<file path="config.mk">
export PLATFORM = sky130hd
export DESIGN_NAME = stride_perm_buffer
export DESIGN_NICKNAME = d
export VERILOG_FILES = /design/src/rtl/fft_buf_pkg.sv /design/src/rtl/sdp_ram.sv /design/src/rtl/stride_perm_buffer.sv
export SDC_FILE = /design/constraint.sdc
export NUM_CORES = 1
export LEC_CHECK = 0
export CORE_MARGIN = 4
export CORE_UTILIZATION = 60
export CTS_BUF_LIST = sky130_fd_sc_hd__clkbuf_4 sky130_fd_sc_hd__clkbuf_8
export CTS_CLUSTER_SIZE = 24
export DETAILED_ROUTE_END_ITERATION = 7
export PLACE_DENSITY = 0.77
export RECOVER_POWER = 100
export SLEW_MARGIN = 10
export SYNTH_ARGS = -nofsm -noshare
export SYNTH_HDL_FRONTEND = slang
export SYNTH_SLANG_ARGS = --single-unit
</file>
<file path="constraint.sdc">
create_clock -name clk -period 6.5 [get_ports clk]
set_input_delay 0.975 -clock clk [delete_from_list [all_inputs] [get_ports clk]]
set_output_delay 0.975 -clock clk [all_outputs]
set_load 0.1 [all_outputs]
</file>
<file path="src/rtl/fft_buf_pkg.sv">
// Shared definitions for the stride permutation buffer.
//   wr_state_e / rd_state_e : write-side and read-side FSM state encodings
//   rotl()   : rotate a log_n-bit address left by sh bits
//   bitrev() : reverse the low log_n bits of an address
// Addresses are carried in MaxLogN-bit containers. Bits at or above log_n are
// ignored on input and returned as zero.
package fft_buf_pkg;

  localparam int unsigned MaxLogN = 16;

  typedef enum logic [0:0] {
    WrWaitStart = 1'b0,
    WrFill      = 1'b1
  } wr_state_e;

  typedef enum logic [0:0] {
    RdIdle  = 1'b0,
    RdDrain = 1'b1
  } rd_state_e;

  // Caller must keep sh <= log_n and log_n <= MaxLogN.
  function automatic logic [MaxLogN-1:0] rotl(input logic [MaxLogN-1:0] a,
                                               input int unsigned log_n,
                                               input int unsigned sh);
    logic [MaxLogN-1:0] mask;
    logic [MaxLogN-1:0] am;
    mask = ~({MaxLogN{1'b1}} << log_n);
    am   = a & mask;
    return ((am << sh) | (am >> (log_n - sh))) & mask;
  endfunction

  function automatic logic [MaxLogN-1:0] bitrev(input logic [MaxLogN-1:0] a,
                                                input int unsigned log_n);
    logic [MaxLogN-1:0] mask;
    logic [MaxLogN-1:0] am;
    logic [MaxLogN-1:0] rev;
    mask = ~({MaxLogN{1'b1}} << log_n);
    am   = a & mask;
    rev  = {<<{am}};
    // The full-width reverse puts the low log_n bits at the top; shift them back down.
    return rev >> (MaxLogN - log_n);
  endfunction

endpackage

</file>
<file path="src/rtl/sdp_ram.sv">
// Simple dual-port RAM: one write port and one registered synchronous read port.
//   clk, rst      : clock and async active-high reset (clears only the read register)
//   we/waddr/wdata: write port
//   re/raddr      : read enable and address; rdata updates on the next edge when re=1
//   rdata         : registered read data; it holds its value while re=0
module sdp_ram #(
  parameter int unsigned DATA_WIDTH = 32,
  parameter int unsigned ADDR_WIDTH = 5
) (
  input  logic                  clk,
  input  logic                  rst,
  input  logic                  we,
  input  logic [ADDR_WIDTH-1:0] waddr,
  input  logic [DATA_WIDTH-1:0] wdata,
  input  logic                  re,
  input  logic [ADDR_WIDTH-1:0] raddr,
  output logic [DATA_WIDTH-1:0] rdata
);

  localparam int unsigned Depth = 1 << ADDR_WIDTH;

  logic [DATA_WIDTH-1:0] mem [Depth];
  logic [DATA_WIDTH-1:0] rdata_q, rdata_d;

  always_ff @(posedge clk) begin
    if (we) mem[waddr] <= wdata;
  end

  always_comb begin
    rdata_d = re ? mem[raddr] : rdata_q;
  end

  always_ff @(posedge clk or posedge rst) begin
    if (rst) rdata_q <= '0;
    else     rdata_q <= rdata_d;
  end

  assign rdata = rdata_q;

endmodule

</file>
<file path="src/rtl/stride_perm_buffer.sv">
// Ping-pong block buffer that applies the stride permutation L(N,S):
// y[k] = x[rotl(k, LOG_S)], with N = 2**LOG_N. One bank fills in natural
// order while the other drains in permuted order. Output latency is 2 cycles
// after the last sample of a block is accepted.
//   clk, rst            : clock and async active-high reset
//   data_in/in_valid    : input samples; gaps are allowed
//   in_start            : marks sample 0 of a block (qualified by in_valid)
//   data_out            : permuted sample, registered; it holds when out_valid=0
//   out_valid/out_start : output qualifier and block-start marker
// Optional feature (macro PERM_BITREV_EN): adds the mode_bitrev input. It is
// sampled with in_start, and a block with mode_bitrev=1 is output in
// bit-reversed order instead of the stride order.
module stride_perm_buffer
  import fft_buf_pkg::*;
#(
  parameter int unsigned DATA_WIDTH = 32,
  parameter int unsigned LOG_N      = 4,
  parameter int unsigned LOG_S      = 2
) (
  input  logic                  clk,
  input  logic                  rst,
  input  logic [DATA_WIDTH-1:0] data_in,
  input  logic                  in_valid,
  input  logic                  in_start,
  output logic [DATA_WIDTH-1:0] data_out,
  output logic                  out_valid,
  output logic                  out_start
`ifdef PERM_BITREV_EN
  ,
  input  logic                  mode_bitrev
`endif
);

  localparam int unsigned AddrW = LOG_N + 1;
  localparam logic [LOG_N-1:0] LastIdx = '1;

  wr_state_e        wr_state_q, wr_state_d;
  logic [LOG_N-1:0] wr_cnt_q, wr_cnt_d;
  logic             wr_bank_q, wr_bank_d;
  logic             wr_en;
  logic [LOG_N-1:0] wr_idx;
  logic             blk_done;

  rd_state_e        rd_state_q, rd_state_d;
  logic [LOG_N-1:0] rd_cnt_q, rd_cnt_d;
  logic             rd_bank_q, rd_bank_d;
  logic             rd_en;
  logic [LOG_N-1:0] rd_idx;

  logic             out_valid_q, out_valid_d;
  logic             out_start_q, out_start_d;

`ifdef PERM_BITREV_EN
  logic             wr_mode_q, wr_mode_d;
  logic             rd_mode_q, rd_mode_d;
`endif

  // Write side. A start in FILL restarts the block at index 0, which drops the partial block.
  always_comb begin
    wr_state_d = wr_state_q;
    wr_cnt_d   = wr_cnt_q;
    wr_bank_d  = wr_bank_q;
    blk_done   = 1'b0;
    wr_en      = in_valid && (in_start || (wr_state_q == WrFill));
    wr_idx     = in_start ? '0 : wr_cnt_q;
    if (wr_en) begin
      wr_state_d = WrFill;
      if (wr_idx == LastIdx) begin
        blk_done  = 1'b1;
        wr_bank_d = ~wr_bank_q;
        wr_cnt_d  = '0;
      end else begin
        wr_cnt_d = wr_idx + LOG_N'(1);
      end
    end
`ifdef PERM_BITREV_EN
    wr_mode_d = (wr_en && in_start) ? mode_bitrev : wr_mode_q;
`endif
  end

  // Read side. A completion on the last drain cycle chains straight into the next drain.
  always_comb begin
    rd_state_d = rd_state_q;
    rd_cnt_d   = rd_cnt_q;
    rd_bank_d  = rd_bank_q;
    rd_en      = (rd_state_q == RdDrain);
`ifdef PERM_BITREV_EN
    rd_mode_d  = rd_mode_q;
`endif
    if (blk_done) begin
      rd_state_d = RdDrain;
      rd_cnt_d   = '0;
      rd_bank_d  = wr_bank_q;
`ifdef PERM_BITREV_EN
      rd_mode_d  = wr_mode_d;
`endif
    end else if (rd_en) begin
      if (rd_cnt_q == LastIdx) rd_state_d = RdIdle;
      else                     rd_cnt_d   = rd_cnt_q + LOG_N'(1);
    end
    out_valid_d = rd_en;
    out_start_d = rd_en && (rd_cnt_q == '0);
  end

  always_comb begin
    rd_idx = LOG_N'(rotl(MaxLogN'(rd_cnt_q), LOG_N, LOG_S));
`ifdef PERM_BITREV_EN
    if (rd_mode_q) rd_idx = LOG_N'(bitrev(MaxLogN'(rd_cnt_q), LOG_N));
`endif
  end

  always_ff @(posedge clk or posedge rst) begin
    if (rst) begin
      wr_state_q  <= WrWaitStart;
      wr_cnt_q    <= '0;
      wr_bank_q   <= 1'b0;
      rd_state_q  <= RdIdle;
      rd_cnt_q    <= '0;
      rd_bank_q   <= 1'b0;
      out_valid_q <= 1'b0;
      out_start_q <= 1'b0;
`ifdef PERM_BITREV_EN
      wr_mode_q   <= 1'b0;
      rd_mode_q   <= 1'b0;
`endif
    end else begin
      wr_state_q  <= wr_state_d;
      wr_cnt_q    <= wr_cnt_d;
      wr_bank_q   <= wr_bank_d;
      rd_state_q  <= rd_state_d;
      rd_cnt_q    <= rd_cnt_d;
      rd_bank_q   <= rd_bank_d;
      out_valid_q <= out_valid_d;
      out_start_q <= out_start_d;
`ifdef PERM_BITREV_EN
      wr_mode_q   <= wr_mode_d;
      rd_mode_q   <= rd_mode_d;
`endif
    end
  end

  // The RAM read register doubles as the data_out register.
  sdp_ram #(
    .DATA_WIDTH(DATA_WIDTH),
    .ADDR_WIDTH(AddrW)
  ) u_ram (
    .clk  (clk),
    .rst  (rst),
    .we   (wr_en),
    .waddr({wr_bank_q, wr_idx}),
    .wdata(data_in),
    .re   (rd_en),
    .raddr({rd_bank_q, rd_idx}),
    .rdata(data_out)
  );

  assign out_valid = out_valid_q;
  assign out_start = out_start_q;

endmodule

</file>
# --- After elaboration in Yosys (flattened, before gate mapping) ---
# Memory sizes are Yosys's and may differ from the RTL's. A register that Yosys moved wholly into a read port is not among the register bits.
# Cells that the tools add are included.
word_totals:
  reg_bits: 14
  mem_bits_rw: 1024
  input_bits: 36
  output_inout_bits: 34
  elab_cells: 35
  mem_count: 1
mem_list:
  columns: ["name", "words", "word_bits", "rd", "rd_ports_with_merged_regs", "wr", "line_no", "text"]
  rows:
  - ["u_ram.mem", 32, 32, 1, 1, 1, "sdp_ram.sv:22", "logic [DATA_WIDTH-1:0] mem [Depth];"]
classes:
  add_sub_neg: 2
  eq_ne: 3
  n_mux: 12
  n_bitwise: 2
  reduce_logical: 7
ops:
  columns: ["operator", "count"]
  rows:
  - ["two-way mux 4 bit", 5]
  - ["adder 4 x 1 -> 4 bit, second input constant", 2]
  - ["== test 4 bit, second input constant", 2]
  - ["two-way mux 1 bit", 7]
  - ["logical NOT 4 bit", 1]
  - ["OR 4 x 2 -> 4 bit", 1]
  - ["AND reduction 2 bit", 2]
  - ["logical AND 1 bit", 2]
  - ["inequality test 2 bit, second input constant", 1]
  - ["nonzero test 2 bit", 1]
  - ["logical OR 1 bit", 1]
  - ["NOT 1 bit", 1]

# --- Longest topological paths before layout ---
# Gate-level depths: netlist of the first run.
depth:
  ltp_word: 6
  depth_mapped: 9
  ltp_nobuf: 6

# --- By module ---
# From an unflattened synthesis of the first run, not the netlist that was laid out.
hier_totals:
  hier_cells: 2261
  area_unflattened_um2: 41581.1
modules_own_cells:
  columns: ["mod", "instances", "cells_per_inst", "area_each_um2", "seq_area_each_um2"]
  rows:
  - ["sdp_ram", 1, 2201, 40914.2, 31550.3]
  - ["stride_perm_buffer", 1, 60, 666.9, 350.3]

# --- Worst setup path before layout of the first run ---
# OpenSTA, ideal clock, no wires.
synth_path:
  path_type: "input -> register"
  from: "input port in_start"
  to: "memory u_ram.mem[7][0], enable pin"
  setup_time_ns: 0.501
  arrival_time_ns: 4.806
  required_time_ns: 5.999
  slack_ns: 1.192
  path_stages: 5
  n_path_buf: 1
  path_cell_list: "clkbuf_1 > nor2b_1 > ha_1 > nand2_1 > nor4_1"
synth_via:
  elab_chain_len: 4
  word_cells_on_any_way: 5
  classes_between: "mux (3); reduce/logical (2)"
synth_rtl:
  columns: ["element", "line_no", "text"]
  rows:
  - ["from (decl)", "stride_perm_buffer.sv:24", "input logic in_start,"]
  - ["logical OR 1 bit", "stride_perm_buffer.sv:64", "wr_en = in_valid && (in_start || (wr_state_q == WrFill));"]
  - ["logical AND 1 bit", "stride_perm_buffer.sv:64", null]
  - ["two-way mux 1 bit", "sdp_ram.sv:26", "if (we) mem[waddr] <= wdata;"]
  - ["two-way mux 1 bit (implied by the code)", "sdp_ram.sv:26", null]
  - ["to (decl)", "sdp_ram.sv:22", null]
# Parallel ways exist; a longest one is shown, timed or not.

# --- Final worst setup path of the first run ---
layout_path:
  from: "input port in_start"
  to: "memory u_ram.mem[3][7], enable pin"
# The elaborated chain is that of the path after synthesis.

==> results of run 1 <==
worst max path at each step:
stage / from / end / slack (ns) / cells after the start
2_1_floorplan: in_start / u_ram.mem[7][0]$_DFFE_PP_ / 1.19 / 5
3_3_place_gp: in_start / u_ram.mem[23][12]$_DFFE_PP_ / 2.43 / 6
3_5_place_dp: in_start / u_ram.mem[23][16]$_DFFE_PP_ / 2.33 / 6
4_1_cts: rd_cnt_q[3]$_DFFE_PP0P_ / u_ram.rdata[15]$_DFFE_PP0P_ / 2.99 / 6
5_1_grt: in_start / u_ram.mem[17][7]$_DFFE_PP_ / 1.52 / 5
6_report: in_start / u_ram.mem[3][7]$_DFFE_PP_ / 1.76 / 5
flip-flops by register name (all words and copies together), names as in the netlist:
signal,cells
wr_bank_q,1
out_valid,1
rd_cnt_q,4
u_ram.mem,1024
rd_bank_q,1
wr_cnt_q,4
u_ram.rdata,32
out_valid_d,1
wr_state_q,1
out_start,1
cell usage in the layout (no fill, tap or decap), types with 4 or more instances in the layout:
| cell type | Yosys | final |
|---|---|---|
| mux2_2 | 76 | 76 |
| clkbuf_4 | 0 | 48 |
| nor4_1 | 4 | 4 |
| nand2_1 | 50 | 50 |
| o22a_1 | 15 | 15 |
| dfrtp_1 | 46 | 42 |
| edfxtp_1 | 1024 | 1024 |
| mux2i_1 | 178 | 178 |
| a22oi_1 | 35 | 35 |
| a21oi_1 | 27 | 27 |
| nor2b_1 | 4 | 4 |
| clkinv_2 | 0 | 19 |
| mux4_2 | 137 | 137 |
| nor2_1 | 66 | 65 |
| dlygate4sd3_1 | 0 | 63 |
| ha_1 | 6 | 6 |
| inv_1 | 21 | 20 |
| clkinv_1 | 0 | 38 |
| a221oi_2 | 4 | 4 |
| clkbuf_8 | 0 | 179 |
| inv_6 | 0 | 4 |
| clkbuf_1 | 27 | 41 |
| o21ai_0 | 17 | 17 |
| buf_12 | 9 | 6 |
| o221ai_1 | 42 | 42 |
| a221oi_1 | 20 | 20 |
| mux4_1 | 21 | 21 |
| nand3_1 | 18 | 18 |
| buf_4 | 16 | 6 |
| o22ai_1 | 41 | 41 |
| a311o_1 | 5 | 5 |
power groups by stage:
stage / Sequential (mW) / Clock [mW] / Combinational [mW]
CTS: 7.76 / 5.44 / 1.02
floorplan: 7.93 / 0 / 0.583
detailed placement: 7.90 / 0 / 1.01
global route: 7.78 / 5.78 / 1.02
global placement: 7.89 / 0 / 0.992
finish: 7.77 / 5.36 / 0.978
worst register-to-register path: cells and delay by family, from the launching register on:
| kind | cells | cell delay [ns] |
|---|---|---|
| adders and majority gates | 1 | 0.24 |
| DFF | 1 | 0.38 |
| and+or+nand+nor | 3 | 3.15 |
metal layers:
layer,track usage (%),part of all wire [%],wire length [um]
met1,34.8,38,35300
met2,40.5,49,46000
met3,5.32,8.2,7630
met4,11.8,4.9,4600
met5,0,0.029,27
cells by family (layout without fill, tap and decap cells):
logic type / count (synthesis) / after routing / synth area share (%)
AO/OA/AOI/OAI: 214 / 214 / 3.81
adder cells (fa/ha/maj): 6 / 6 / 0.181
buffers and inverters: 136 / 432 / 2.36
other: 0 / 3 / 0
XOR/XNOR: 4 / 4 / 0.0844
multiplexers: 412 / 412 / 15.1
flip-flops: 1070 / 1070 / 76.8
AND/OR/NAND/NOR: 157 / 157 / 1.65
through the flow:
step,cell area (sq um),power [mW],cells,hold slack [ns],worst slack (ns)
2_1_floorplan,41500,8.51,1999,0.352,1.19
3_3_place_gp,43200,8.88,2933,0.464,2.43
3_5_place_dp,43200,8.91,2933,0.475,2.33
4_1_cts,46300,14.2,3226,0.483,2.99
5_1_grt,46000,14.6,3226,0.502,1.52
6_report,46000,14.1,3229,0.490,1.76
final cells by class:
cell class,instances,area [sq um]
clock inverters,66,349
multi-input cells,793,8660
clock buffers,227,2820
flip-flops and latches,1070,31900
diodes,3,7.51
fillers,4243,22600
repair buffers,117,960
inverters,22,82.6
well taps,931,1160
==> impl_metrics.env, run 1 <==
export IMPL_finalCritPeriodShare_pct=72.9
export IMPL_worst_path_max_delay_cell="nor2_1"
export IMPL_num_rows=96
export IMPL_max_slew_margin_rel_pct=-130
export IMPL_worst_pin_slew_ns=3.43
export IMPL_hold_buffers=0
export IMPL_cts_root_buf="clkbuf_8"
export IMPL_path_cells="dlygate4sd3_1 > nor2b_1 > ha_1 > nand2_1 > nor2_1"
export IMPL_rsz0062_at_grt="no"
export IMPL_avgSynthCellArea_sq_um=20.8
export IMPL_finalSetupViolCount=0
export IMPL_nNetsFinal=2208
export IMPL_tns_ns=0
export IMPL_grt_antenna_before_repair=5
export IMPL_io_buffers=69
export IMPL_finalHoldViolations=0
export IMPL_synth_top_area_share_pct=74.0
export IMPL_swShare_pct=22.9
export IMPL_area_delta_synth_final_pct=10.7
export IMPL_endpoint_kind="flip-flop"
export IMPL_drv_slew=2234
export IMPL_synthTopCellsByArea="edfxtp_1 74%, mux4_2 7.4%, mux2i_1 4.3%, dfrtp_1 2.8%, mux2_2 2.1%"
export IMPL_grt_pass1_wl_um=137000
export IMPL_antenna_left=0
export IMPL_synth_nets=2041
export IMPL_cts_buffers=162
export IMPL_clock_sinks=1070
export IMPL_post_cts_buffers=0
export IMPL_post_synth_top_count_cell="edfxtp_1"
export IMPL_clkLatencyLatePin_ns=0.79
export IMPL_grt_max_degree=104
export IMPL_violations="max-capacitance violations, max-slew violations"
export IMPL_min_path_type="flip-flop to flip-flop"
export IMPL_netlist_top_cell_by_area="edfxtp_1"
export IMPL_fp_dieH_um=271
export IMPL_die_area_sq_um=73500
export IMPL_rr_startpoint="wr_cnt_q[0]$_DFFE_PP0N_"
export IMPL_h_tree_depth=4
export IMPL_drt_iter0_markers=2339
export IMPL_cts_tree="yes"
export IMPL_cts_repair_resized=0
export IMPL_wl_um=93500
export IMPL_firstDrtPassIters=7
export IMPL_ys_flop_type="edfxtp_1"
export IMPL_period_minus_slack_ns=4.74
export IMPL_reg2reg_to="u_ram.mem[3][7]$_DFFE_PP_"
export IMPL_ys_warn_count=0
export IMPL_die_width_um=271
export IMPL_p_leak_nw=16.2
export IMPL_ys_seq_area_share_pct=76.8
export IMPL_grt_usage_pct=25.6
export IMPL_async_reset_ff_share_pct=4.30
export IMPL_holdPathEnd="wr_cnt_q[0]$_DFFE_PP0N_"
export IMPL_power_switching_mw=3.23
export IMPL_min_from="wr_state_q$_DFFE_PP0N_"
export IMPL_io_pins=70
export IMPL_dp_hpwl_um=54300
export IMPL_avgRoutedWirePerCell_um=28.9
export IMPL_synthDistinctLibCells=48
export IMPL_design_core_area_sq_um=68600
export IMPL_fin_util_pct=67.0
export IMPL_gp_congestion=0.936
export IMPL_internal_power_mw=10.9
export IMPL_overflow=0
export IMPL_path_clk_slew_ns=0.06
export IMPL_cp_start_kind="input port"
export IMPL_ir_drop_v=0.000203
export IMPL_crit_arrival_ns=5.04
export IMPL_comb_power_share_pct=6.9
export IMPL_route_detailed_drc=0
export IMPL_outcome="finished with violations"
export IMPL_powerDensity_nw_per_um2=307
export IMPL_synth_seq_cells=1070
export IMPL_required_ns=6.80
export IMPL_critPathKind="input port to flip-flop"
export IMPL_max_freq_ghz=0.211
export IMPL_fin_skew_ns=0.0369
export IMPL_worst_r2r_setup_slack_ns=2.24
export IMPL_path_buf_inv=1
export IMPL_cap_violations=67
export IMPL_vias_per_cell=6.38
export IMPL_critPathTopFamily="simple AND/OR/NAND/NOR gates"
export IMPL_netlist_top_cells_count="1024 x edfxtp_1, 178 x mux2i_1, 137 x mux4_2, 76 x mux2_2, 66 x nor2_1"
export IMPL_via_count=20600
export IMPL_critPathMaxFanout=32
export IMPL_synth_cells=1999
export IMPL_slowest_delay_ns=2.59
export IMPL_holdPathStages=1
export IMPL_layout_drive_gt1_share_pct=21.6
export IMPL_cts_max_path_buffers=3
export IMPL_synth_edff_count=1024
export IMPL_first_global_vias=20800
export IMPL_start_util_pct=60.6
export IMPL_r2r_cells=4
export IMPL_pwr_share_seq_pct=55.1
export IMPL_syn_area_sq_um=41500
export IMPL_clkPwrFrac_pct=38.0
(Power assumes the default switching activity.)
==> run 2: changes to the inputs <==
Clock period 6.5 ns to 4.7 ns, I/O delays scaled along.
==> run 2 against run 1 <==
Net effect:
- clock power is 39% higher
- clock skew shrank 0.0050 ns
- first-iteration DRC count is 2.5% higher
- register-to-register slack lost 1.2 ns
- via count up 1.0%
- the flow still finishes with violations (max-capacitance violations, max-slew violations)
- die area stayed put
- setup slack worse by 0.92 ns
- sequential power increased by 38%
- largest power group unchanged
- critical path type unchanged
- highest routed layer unchanged
==> impl_metrics.env, run 2 (same netlist as run 1, synthesis figures left out) <==
export IMPL_post_cts_buffers=0
export IMPL_slowest_delay_ns=1.18
export IMPL_critPathKind="input port to flip-flop"
export IMPL_p_leak_nw=16.3
export IMPL_rsz0062_at_grt="no"
export IMPL_worst_r2r_setup_slack_ns=1.01
export IMPL_layout_drive_gt1_share_pct=22.6
export IMPL_antenna_left=0
export IMPL_avgRoutedWirePerCell_um=28.8
export IMPL_fp_dieH_um=271
export IMPL_start_util_pct=60.6
export IMPL_path_buf_inv=2
export IMPL_wl_um=93800
export IMPL_min_path_type="flip-flop to flip-flop"
export IMPL_worst_pin_slew_ns=2.90
export IMPL_final_common_cell="edfxtp_1"
export IMPL_outcome="finished with violations"
export IMPL_ir_drop_v=0.000328
export IMPL_max_slew_margin_rel_pct=-93.1
export IMPL_finalHoldViolations=0
export IMPL_drt_iter0_markers=2397
export IMPL_place_area_sq_um=43600
export IMPL_grt_max_degree=98
export IMPL_cts_max_path_buffers=3
export IMPL_period_minus_slack_ns=3.86
export IMPL_cts_tree="yes"
export IMPL_crit_arrival_ns=4.24
export IMPL_timing_hold_ws_ns=0.504
export IMPL_holdPathStages=1
export IMPL_cts_root_buf="clkbuf_8"
export IMPL_reg2reg_to="u_ram.rdata[8]$_DFFE_PP0P_"
export IMPL_critPathTopFamily="buffers and inverters"
export IMPL_regArea_sq_um=31900
export IMPL_endpoint_kind="flip-flop"
export IMPL_largest_register_ffs=1024
export IMPL_die_area_sq_um=73500
export IMPL_h_tree_depth=4
export IMPL_cp_start_kind="input port"
export IMPL_route_detailed_drc=0
export IMPL_grt_antenna_before_repair=3
export IMPL_finalCritPeriodShare_pct=82.2
export IMPL_fin_util_pct=67.5
export IMPL_nNetsFinal=2247
export IMPL_hold_buffers=0
export IMPL_path_cells="dlygate4sd3_1 > nor2b_1 > ha_1 > nand2_1 > nor2_1 > clkbuf_1"
export IMPL_grt_usage_pct=25.7
export IMPL_via_count=20800
export IMPL_worst_path_max_delay_cell="clkbuf_1"
export IMPL_clkLatencyLatePin_ns=0.79
export IMPL_gp_congestion=0.855
export IMPL_r2r_cells=6
export IMPL_cap_violations=47
export IMPL_holdPathEnd="wr_cnt_q[0]$_DFFE_PP0N_"
export IMPL_final_cell_mix="1024 x edfxtp_1, 178 x mux2i_1, 175 x clkbuf_8, 137 x mux4_2, 76 x mux2_2"
export IMPL_vias_per_cell=6.39
export IMPL_overflow=0
export IMPL_critPathMaxFanout=21
export IMPL_powerDensity_nw_per_um2=422
export IMPL_finalSetupViolCount=0
export IMPL_area_delta_synth_final_pct=11.5
export IMPL_cts_repair_resized=0
export IMPL_n_fill_cell=4239
export IMPL_design_core_area_sq_um=68600
export IMPL_largest_register="u_ram.mem"
export IMPL_clock_sinks=1070
export IMPL_rr_startpoint="rd_cnt_q[3]$_DFFE_PP0P_"
export IMPL_fin_skew_ns=0.0319
export IMPL_max_freq_ghz=0.259
export IMPL_io_pins=70
export IMPL_tns_ns=0
export IMPL_grt_pass1_wl_um=137000
export IMPL_finalInstanceArea_sq_um=46300
export IMPL_drv_slew=1251
export IMPL_violations="max-capacitance violations, max-slew violations"
export IMPL_min_from="wr_state_q$_DFFE_PP0N_"
export IMPL_num_rows=96
export IMPL_first_global_vias=20900
export IMPL_cts_buffers=165
export IMPL_multi_input_area_sq_um=8710
export IMPL_dp_hpwl_um=57000
export IMPL_path_clk_slew_ns=0.06
export IMPL_required_ns=5.08
export IMPL_io_buffers=69
export IMPL_die_width_um=271
export IMPL_firstDrtPassIters=5
## run 2: cell count changes in the layout (fill, tap and decap cells not counted), sizes merged
cell / change
clkinv: -17
diode: -2
clkinvlp: +2
clkbuf: +25
bufinv: +2
inv: -5
dlygate4sd3: +3
buf: +21
## run 2: worst max-delay path by stage
stage,start,to,depth (start not counted)
floorplan,in_start,u_ram.mem[7][0]$_DFFE_PP_,5
global placement,in_start,u_ram.mem[23][15]$_DFFE_PP_,6
detailed placement,in_start,u_ram.mem[23][15]$_DFFE_PP_,6
CTS,rd_cnt_q[3]$_DFFE_PP0P_,u_ram.rdata[27]$_DFFE_PP0P_,5
global route,rst,rd_cnt_q[2]$_DFFE_PP0P_,3
finish,in_start,u_ram.mem[26][2]$_DFFE_PP_,6
## run 2: area by class of cell
cell class	instances	share of cell area [%]
multi-input combinational	793	18.8
sequential	1070	68.9
timing repair buffer	153	2.74
inverter	22	0.178
tap	931	2.51
clock inverter	48	0.627
antenna	1	0.00540
clock buffer	240	6.25
## run 2: power breakdown
group	internal (mW)	total, mW	leakage, nW	switching (mW)
sequential	10.6	10.7	9.76	0.0950
clock	4.09	7.45	1.69	3.36
combinational	0.471	1.35	4.88	0.880
total	15.2	19.5	16.3	4.34
## run 2: routing by layer
layer  GRT usage, %  vias to the layer above  routed length [um]
met4           9.35                        2                3090
li1               -                     8717                   -
met1           36.0                    10700               35700
met5              0                        -                  13
met3           6.90                      198                9690
met2           39.7                     1206               45300
## run 2: worst register-to-register path, delay by kind of cell (launching register included)
family,cells,cell delay [ns]
AO/OA/AOI/OAI,4,0.98
buffers and inverters,1,0.39
flip-flops,1,1.30
AND/OR/NAND/NOR,1,0.93
## run 2: per-stage QoR
stage	std cells	total power, mW	worst slack (ns)
floorplan	1999	11.8	1.01
global route	3257	20.2	0.649
CTS	3257	19.7	1.44
detailed placement	2969	12.3	0.723
finish	3258	19.5	0.837
global placement	2969	12.3	0.899
